==> src/rtl/exec_datapath_if.sv <==
// Store port from the execute datapath to data memory.
// The datapath is the master: it drives valid/addr/data and samples ready.
interface exec_datapath_if #(
   parameter int DATA_W = 8,
   parameter int ADDR_W = 4
);
   logic              store_valid;
   logic              store_ready;
   logic [ADDR_W-1:0] store_addr;
   logic [DATA_W-1:0] store_data;

   modport master (output store_valid, output store_addr, output store_data, input store_ready);
   modport slave  (input store_valid, input store_addr, input store_data, output store_ready);
endinterface

==> src/rtl/exec_datapath.sv <==
// Execute-stage datapath: A/B registers, ALU with iterative shift-add MUL,
// zero flag for BEQ, and a one-deep valid/ready store port.
module exec_datapath #(
   parameter int DATA_W = 8,
   parameter int ADDR_W = 4
) (
   input  logic              clk,
   input  logic              rst_n,
   input  logic              we_a,
   input  logic              we_b,
   input  logic [2:0]        alu_op,
   input  logic              do_alu,
   input  logic              do_store,
   input  logic [3:0]        imm,
   output logic [DATA_W-1:0] reg_a,
   output logic [DATA_W-1:0] reg_b,
   output logic              zero,
   output logic              busy,
   output logic              cmd_drop,
   exec_datapath_if.master   store
);
   localparam int CNT_W = $clog2(DATA_W);

   localparam logic [2:0] OP_ADD = 3'b000;
   localparam logic [2:0] OP_SUB = 3'b001;
   localparam logic [2:0] OP_AND = 3'b010;
   localparam logic [2:0] OP_OR  = 3'b011;
   localparam logic [2:0] OP_MUL = 3'b100;
   localparam logic [2:0] OP_SHL = 3'b101;
   localparam logic [2:0] OP_SHR = 3'b110;
   localparam logic [2:0] OP_CMP = 3'b111;

   typedef enum logic {IDLE, MUL} alu_state_t;
   typedef enum logic {S_IDLE, S_PEND} st_state_t;

   alu_state_t a_state, a_next;
   st_state_t  s_state, s_next;

   logic [DATA_W-1:0] alu_res, mcand, mplier, acc, acc_nxt;
   logic [CNT_W-1:0]  cnt;
   logic [ADDR_W-1:0] st_addr;
   logic [DATA_W-1:0] st_data;
   logic              any_cmd, mul_start, mul_last, st_go, drop;

   assign busy      = (a_state == MUL);
   assign any_cmd   = we_a | we_b | do_alu | do_store;
   assign mul_start = !busy && do_alu && (alu_op == OP_MUL);
   assign mul_last  = busy && (cnt == CNT_W'(DATA_W-1));
   assign st_go     = !busy && do_store && (s_state == S_IDLE);
   // Busy swallows every command; otherwise drops come from A-write or store-port conflicts.
   assign drop      = (busy && any_cmd)
                    | (!busy && we_a && do_alu)
                    | (!busy && do_store && (s_state == S_PEND));
   assign acc_nxt   = acc + (mplier[0] ? mcand : '0);

   assign store.store_valid = (s_state == S_PEND);
   assign store.store_addr  = st_addr;
   assign store.store_data  = st_data;

   always_comb begin
      alu_res = reg_a;
      unique case (alu_op)
         OP_ADD:  alu_res = reg_a + reg_b;
         OP_SUB:  alu_res = reg_a - reg_b;
         OP_AND:  alu_res = reg_a & reg_b;
         OP_OR:   alu_res = reg_a | reg_b;
         OP_SHL:  alu_res = {reg_a[DATA_W-2:0], 1'b0};
         OP_SHR:  alu_res = {1'b0, reg_a[DATA_W-1:1]};
         default: alu_res = reg_a;
      endcase
   end

   always_ff @(posedge clk or negedge rst_n) begin
      if (!rst_n) begin
         a_state <= IDLE;
         s_state <= S_IDLE;
      end else begin
         a_state <= a_next;
         s_state <= s_next;
      end
   end

   always_comb begin
      a_next = a_state;
      s_next = s_state;
      unique case (a_state)
         IDLE: if (mul_start) a_next = MUL;
         MUL:  if (mul_last)  a_next = IDLE;
         default: a_next = IDLE;
      endcase
      unique case (s_state)
         S_IDLE: if (st_go) s_next = S_PEND;
         S_PEND: if (store.store_ready) s_next = S_IDLE;
         default: s_next = S_IDLE;
      endcase
   end

   always_ff @(posedge clk or negedge rst_n) begin
      if (!rst_n) begin
         reg_a    <= '0;
         reg_b    <= '0;
         zero     <= 1'b0;
         cmd_drop <= 1'b0;
         mcand    <= '0;
         mplier   <= '0;
         acc      <= '0;
         cnt      <= '0;
         st_addr  <= '0;
         st_data  <= '0;
      end else begin
         if (drop) cmd_drop <= 1'b1;
         if (st_go) begin
            st_data <= reg_a;
            st_addr <= ADDR_W'(imm);
         end
         if (!busy) begin
            if (we_b) reg_b <= DATA_W'(imm);
            if (do_alu) begin
               if (alu_op == OP_MUL) begin
                  mcand  <= reg_a;
                  mplier <= reg_b;
                  acc    <= '0;
                  cnt    <= '0;
               end else begin
                  if (alu_op != OP_CMP) reg_a <= alu_res;
                  zero <= (alu_op == OP_CMP) ? (reg_a == reg_b) : (alu_res == '0);
               end
            end else if (we_a) begin
               reg_a <= DATA_W'(imm);
            end
         end else begin
            // One partial product per cycle; product is truncated to DATA_W bits.
            acc    <= acc_nxt;
            mcand  <= mcand << 1;
            mplier <= mplier >> 1;
            cnt    <= cnt + 1'b1;
            if (mul_last) begin
               reg_a <= acc_nxt;
               zero  <= (acc_nxt == '0);
            end
         end
      end
   end
endmodule
==> src/flat_wrapper.sv <==
// flat-port wrapper written by rule: the top's interface ports become plain ports
module exec_datapath_flat 
#(
   parameter int DATA_W = 8,
   parameter int ADDR_W = 4
)
  (clk, rst_n, we_a, we_b, alu_op, do_alu, do_store, imm, reg_a, reg_b, zero, busy, cmd_drop, store_store_valid, store_store_addr, store_store_data, store_store_ready);
  exec_datapath_if #(.DATA_W(DATA_W), .ADDR_W(ADDR_W)) store_i ();
  input  logic clk;
  input  logic rst_n;
  input  logic we_a;
  input  logic we_b;
  input  logic [2:0] alu_op;
  input  logic do_alu;
  input  logic do_store;
  input  logic [3:0] imm;
  output logic [DATA_W-1:0] reg_a;
  output logic [DATA_W-1:0] reg_b;
  output logic zero;
  output logic busy;
  output logic cmd_drop;
  output wire logic [$bits(store_i.store_valid)-1:0] store_store_valid;
  output wire logic [$bits(store_i.store_addr)-1:0] store_store_addr;
  output wire logic [$bits(store_i.store_data)-1:0] store_store_data;
  input wire logic [$bits(store_i.store_ready)-1:0] store_store_ready;
  assign store_store_valid = store_i.store_valid;
  assign store_store_addr = store_i.store_addr;
  assign store_store_data = store_i.store_data;
  assign store_i.store_ready = store_store_ready;
  exec_datapath #(.DATA_W(DATA_W), .ADDR_W(ADDR_W)) u_core (.clk(clk), .rst_n(rst_n), .we_a(we_a), .we_b(we_b), .alu_op(alu_op), .do_alu(do_alu), .do_store(do_store), .imm(imm), .reg_a(reg_a), .reg_b(reg_b), .zero(zero), .busy(busy), .cmd_drop(cmd_drop), .store(store_i));
endmodule
==> config.mk <==
export PLATFORM = sky130hd
export DESIGN_NAME = exec_datapath_flat
export DESIGN_NICKNAME = d
export VERILOG_FILES = /design/src/rtl/exec_datapath_if.sv /design/src/rtl/exec_datapath.sv /design/src/flat_wrapper.sv
export SDC_FILE = /design/constraint.sdc
export NUM_CORES = 1
export LEC_CHECK = 0
export ABC_AREA = 1
export BUFFER_PORTS_ARGS = -buffer_cell sky130_fd_sc_hd__buf_2
export CORE_UTILIZATION = 30
export DETAILED_ROUTE_END_ITERATION = 16
export PLACE_DENSITY = 0.55
export REMOVE_ABC_BUFFERS = 1
export SLEW_MARGIN = 20
export SYNTH_ARGS = -nofsm -noshare
export SYNTH_HDL_FRONTEND = slang
export SYNTH_SLANG_ARGS = --single-unit
==> constraint.sdc <==
create_clock -name clk -period 2.13 [get_ports clk]
set_input_delay 0.3195 -clock clk [delete_from_list [all_inputs] [get_ports clk]]
set_output_delay 0.3195 -clock clk [all_outputs]
set_load 0.02 [all_outputs]
==> results.md <==
* Switching Fraction at 49.55%
* Top_reg_cell synth: dfrtp_1
* Switching pwr at approximately 3.9 mW
* Antenna violations before repair at 0
* Reg clk slew, reported paths at around 0.08 ns
* Worst setup margin at -0.06190 ns
* Power per Cell Area at 1760 mW/mm^2
* Number of core rows at 39
* DPL Wire Length at 8.590 mm
* Failing checks: design-rule violations, negative setup slack
* Syn_area_per_cell at 7.161 um^2
* Hold WC Path Type: in -> async
* Global-route usage over all layers at a little under a fifth
* Ant diodes at 0
* Largest net degree at the start of global routing at 30
* Register area share after synthesis at a little over a third
* CTS tree: built
* Synth warnings at 0
* Crit path kind: reg -> reg
* WL/cell at between 15 and 20 um
* Number of synthesized register bits at 51
* Leak at roughly 2.3 nW
* CTS buffer count at 5
* CTS Root Cell: clkbuf_16
* First-pass GRT wire length at ~18 mm
* Num ports at 46
* Remaining antenna violation count at 0
* Share of the synthesized area in the top cell type at around 36%
* Ys async rst share at 100.0%
* Buffers on Ports at between 40 and 50
* Initial Util at 31.03%
* Req. time, crit path at between 2 and 2.5 ns
* Post-Place Cells at roughly 700
* Slew at the pin closest to its max-slew limit at 0.5791 ns
* H-tree levels at 2
* Critical Path End Type: flip-flop
* Vias in the first global route at roughly 3,400
* Max frequency at roughly 0.46 GHz
* Clock Sinks at 51
* DRT Pass-1 Iters at 11
* Top fanout value on the critical path at 3
* Final Non-Filler Cells at just over 700
* Vias per inst at approximately 5
* Synth top area cells: dfrtp_1 36%, nand2_1 13%, nand3_1 9.0%
* Layout cells sized above 1 at about a quarter
* Clock network fraction of design power at 10.8%
* Post-synth EDFFs at 0
* Slew Limit Fails at 0
* Die area at between 0.01 and 0.015 mm^2
* Post-Route WL at between 10 and 15 mm
* Core area at ~0.012 mm^2
* RSZ-0062 raised after global routing: true
* Gr ovfl total at 0
* WP data arrival at 2.41 ns
* Initial DRC Count at roughly 260
* Area of the mapped netlist at approximately 0.0036 mm^2
* Area Growth Syn to Fin at 26.58%
* Pint at ~4.0 mW
* Relative slew slack at slightly above 60%
* Minimum clock period at 2.192 ns
* Number of fill cells at between 1,000 and 1,500
* Reg-to-Reg End: u_core.zero
* Die X at ~110 um
* Combinational group share of total power at roughly 66%
* Dominant cell type by area after synthesis: dfrtp_1
* Final hold violations at 0
* Clock Latency Late Sink at slightly below 0.3 ns
* Crit share post-route at 102.9%
* Max Cap Viol at 0
* Run status: finished, violations left
* Post-cts hold buffer count at 0
* Seq pwr share at 23.1%
* R2R setup slack at -0.06 ns
* Highest ir drop seen on vdd at a little under 0.7 mV
* GPL Wtd Cong at about 0.9
* Worst R2R Path Depth at 13
* Crit start category: flip-flop
* Chip height at between 100 and 150 um
* Synthesized instance count at approximately 500
* Unique masters post-synth at 37
* DP Worst Slack at -0.1347 ns
* DR vias at ~3,600
* Drt drc at 6
* Nets at a little over 600
* # setup viols final at 1
* Critical R2R Launch: u_core.mcand[0]
* Clock Skews at 0.008132 ns
* CTS Buffer Depth at 2
-- synth_stat cells (2+ instances only) --
cell	number
nand2_1	125
nand3_1	64
inv_1	52
dfrtp_1	51
nor2_1	51
o21ai_0	33
ha_1	21
a21oi_1	15
clkbuf_1	9
nand4_1	9
o22ai_1	8
a31oi_1	7
inv_2	6
buf_2	5
buf_4	5
xor2_1	5
nor3_1	4
fa_1	3
or2_2	3
xnor2_1	3
a22oi_1	2
nand2_2	2
o21ai_1	2
-- flip-flops by register name, indices dropped and copies added, names as in the netlist --
signal                    cells
u_core.acc                    8
u_core.busy                   1
u_core.cmd_drop               1
u_core.cnt                    3
u_core.mcand                  8
u_core.mplier                 4
u_core.reg_a                  8
u_core.reg_b                  4
u_core.store.store_addr       4
u_core.store.store_data       8
u_core.store.store_valid      1
u_core.zero                   1
-- layout by cell type (no fill, tap or decap), drive strengths merged --
| cell | n |
|---|---|
| o211ai | 2 |
| dfrtp | 51 |
| nand3 | 65 |
| nor3 | 5 |
| nand4 | 9 |
| a2bb2oi | 1 |
| clkbuf | 7 |
| o21ai | 36 |
| xor2 | 5 |
| inv | 58 |
| clkinv | 1 |
| nor4 | 1 |
| a32oi | 1 |
| fa | 3 |
| a21oi | 16 |
| xnor2 | 3 |
| or2 | 3 |
| a31o | 1 |
| a31oi | 7 |
| buf | 83 |
| conb | 4 |
| a22oi | 2 |
| ha | 21 |
| nor2 | 53 |
| o22ai | 8 |
| nand2 | 128 |
-- layer usage --
layer,vias to the layer above,track usage [%],wire (um)
met5,-,0,0
li1,1775,-,-
met4,0,5.405,216
met1,1739,26.57,5527
met3,17,2.023,494
met2,109,29.10,5123
-- worst max-delay path by stage --
stage | start | to | slack [ns] | depth (start not counted)
global placement | u_core.mplier[0] | u_core.zero | -0.10 | 12
CTS | u_core.reg_b[0] | u_core.zero | 0.005 | 13
global route | u_core.mplier[0] | u_core.zero | -0.21 | 12
finish | u_core.mcand[0] | u_core.zero | -0.06 | 13
floorplan | u_core.reg_a[0] | u_core.zero | -0.06 | 16
detailed placement | u_core.mplier[0] | u_core.zero | -0.13 | 12
-- power by group through the flow --
stage          combinational (mW)  clock [mW]  sequential [mW]
2_1_floorplan                2.61           0             2.13
3_3_place_gp                 4.67           0             1.82
3_5_place_dp                 4.71           0             1.82
4_1_cts                      4.85       0.892             1.82
5_1_grt                      5.78       0.918             1.90
6_report                     5.26       0.863             1.84
-- through the flow --
step                      total power [mW]  hold WS [ns]  area, um^2  utilization (%)   TNS, ns
final                                7.959       0.01906        4523            39.28  -0.06190
after global routing                 8.601       0.07476        4523            39.28   -0.2610
after CTS                            7.556       0.04603        4364            37.90         0
after detailed placement             6.528        0.3626        4153            36.06   -0.1347
after global placement               6.491        0.3463        4153            36.06   -0.1012
after floorplan                      4.743       0.02391        3488                -  -0.05640
-- critical path, cell delays in order, from the launching register on --
cell and delay [ns]:
dfrtp_1 0.41, nand2_1 0.09, inv_2 0.04, ha_4 0.15, fa_2 0.38, buf_4 0.16
a31oi_1 0.15, xor2_1 0.20, nand3_1 0.10, nor2_1 0.12, nand3_1 0.10, nand2_1 0.08
inv_1 0.05, a21oi_2 0.10
-- cell families (layout without fill, tap and decap cells) --
kind of cell    Yosys count  after routing  share of synthesized area (%)
xor+xnor                  8              8                          1.961
simple gates            264            264                          32.39
buf+inv                  77            149                          8.788
other cells               1              4                         0.1049
fa+ha+maj                24             24                          9.034
compound gates           74             74                          12.01
flops                    51             51                          35.71
-- layout make-up --
cell class	instances	area (um^2)	share of cell area (%)
clock inverters	1	8.758	0.1936
repair buffers	83	545.5	12.06
clock buffers	7	142.6	3.154
well taps	143	178.9	3.956
inverters	58	217.7	4.813
flip-flops and latches	51	1279	28.27
multi-input cells	374	2151	47.55
-- repair_timing --
item,in CTS,in global routing
cloned,0,0
endpoints found under the setup margin,1,8
resized for setup,13,25
setup buffers,1,7
pin swaps,4,16
Power figures use the tool's default switching activity.
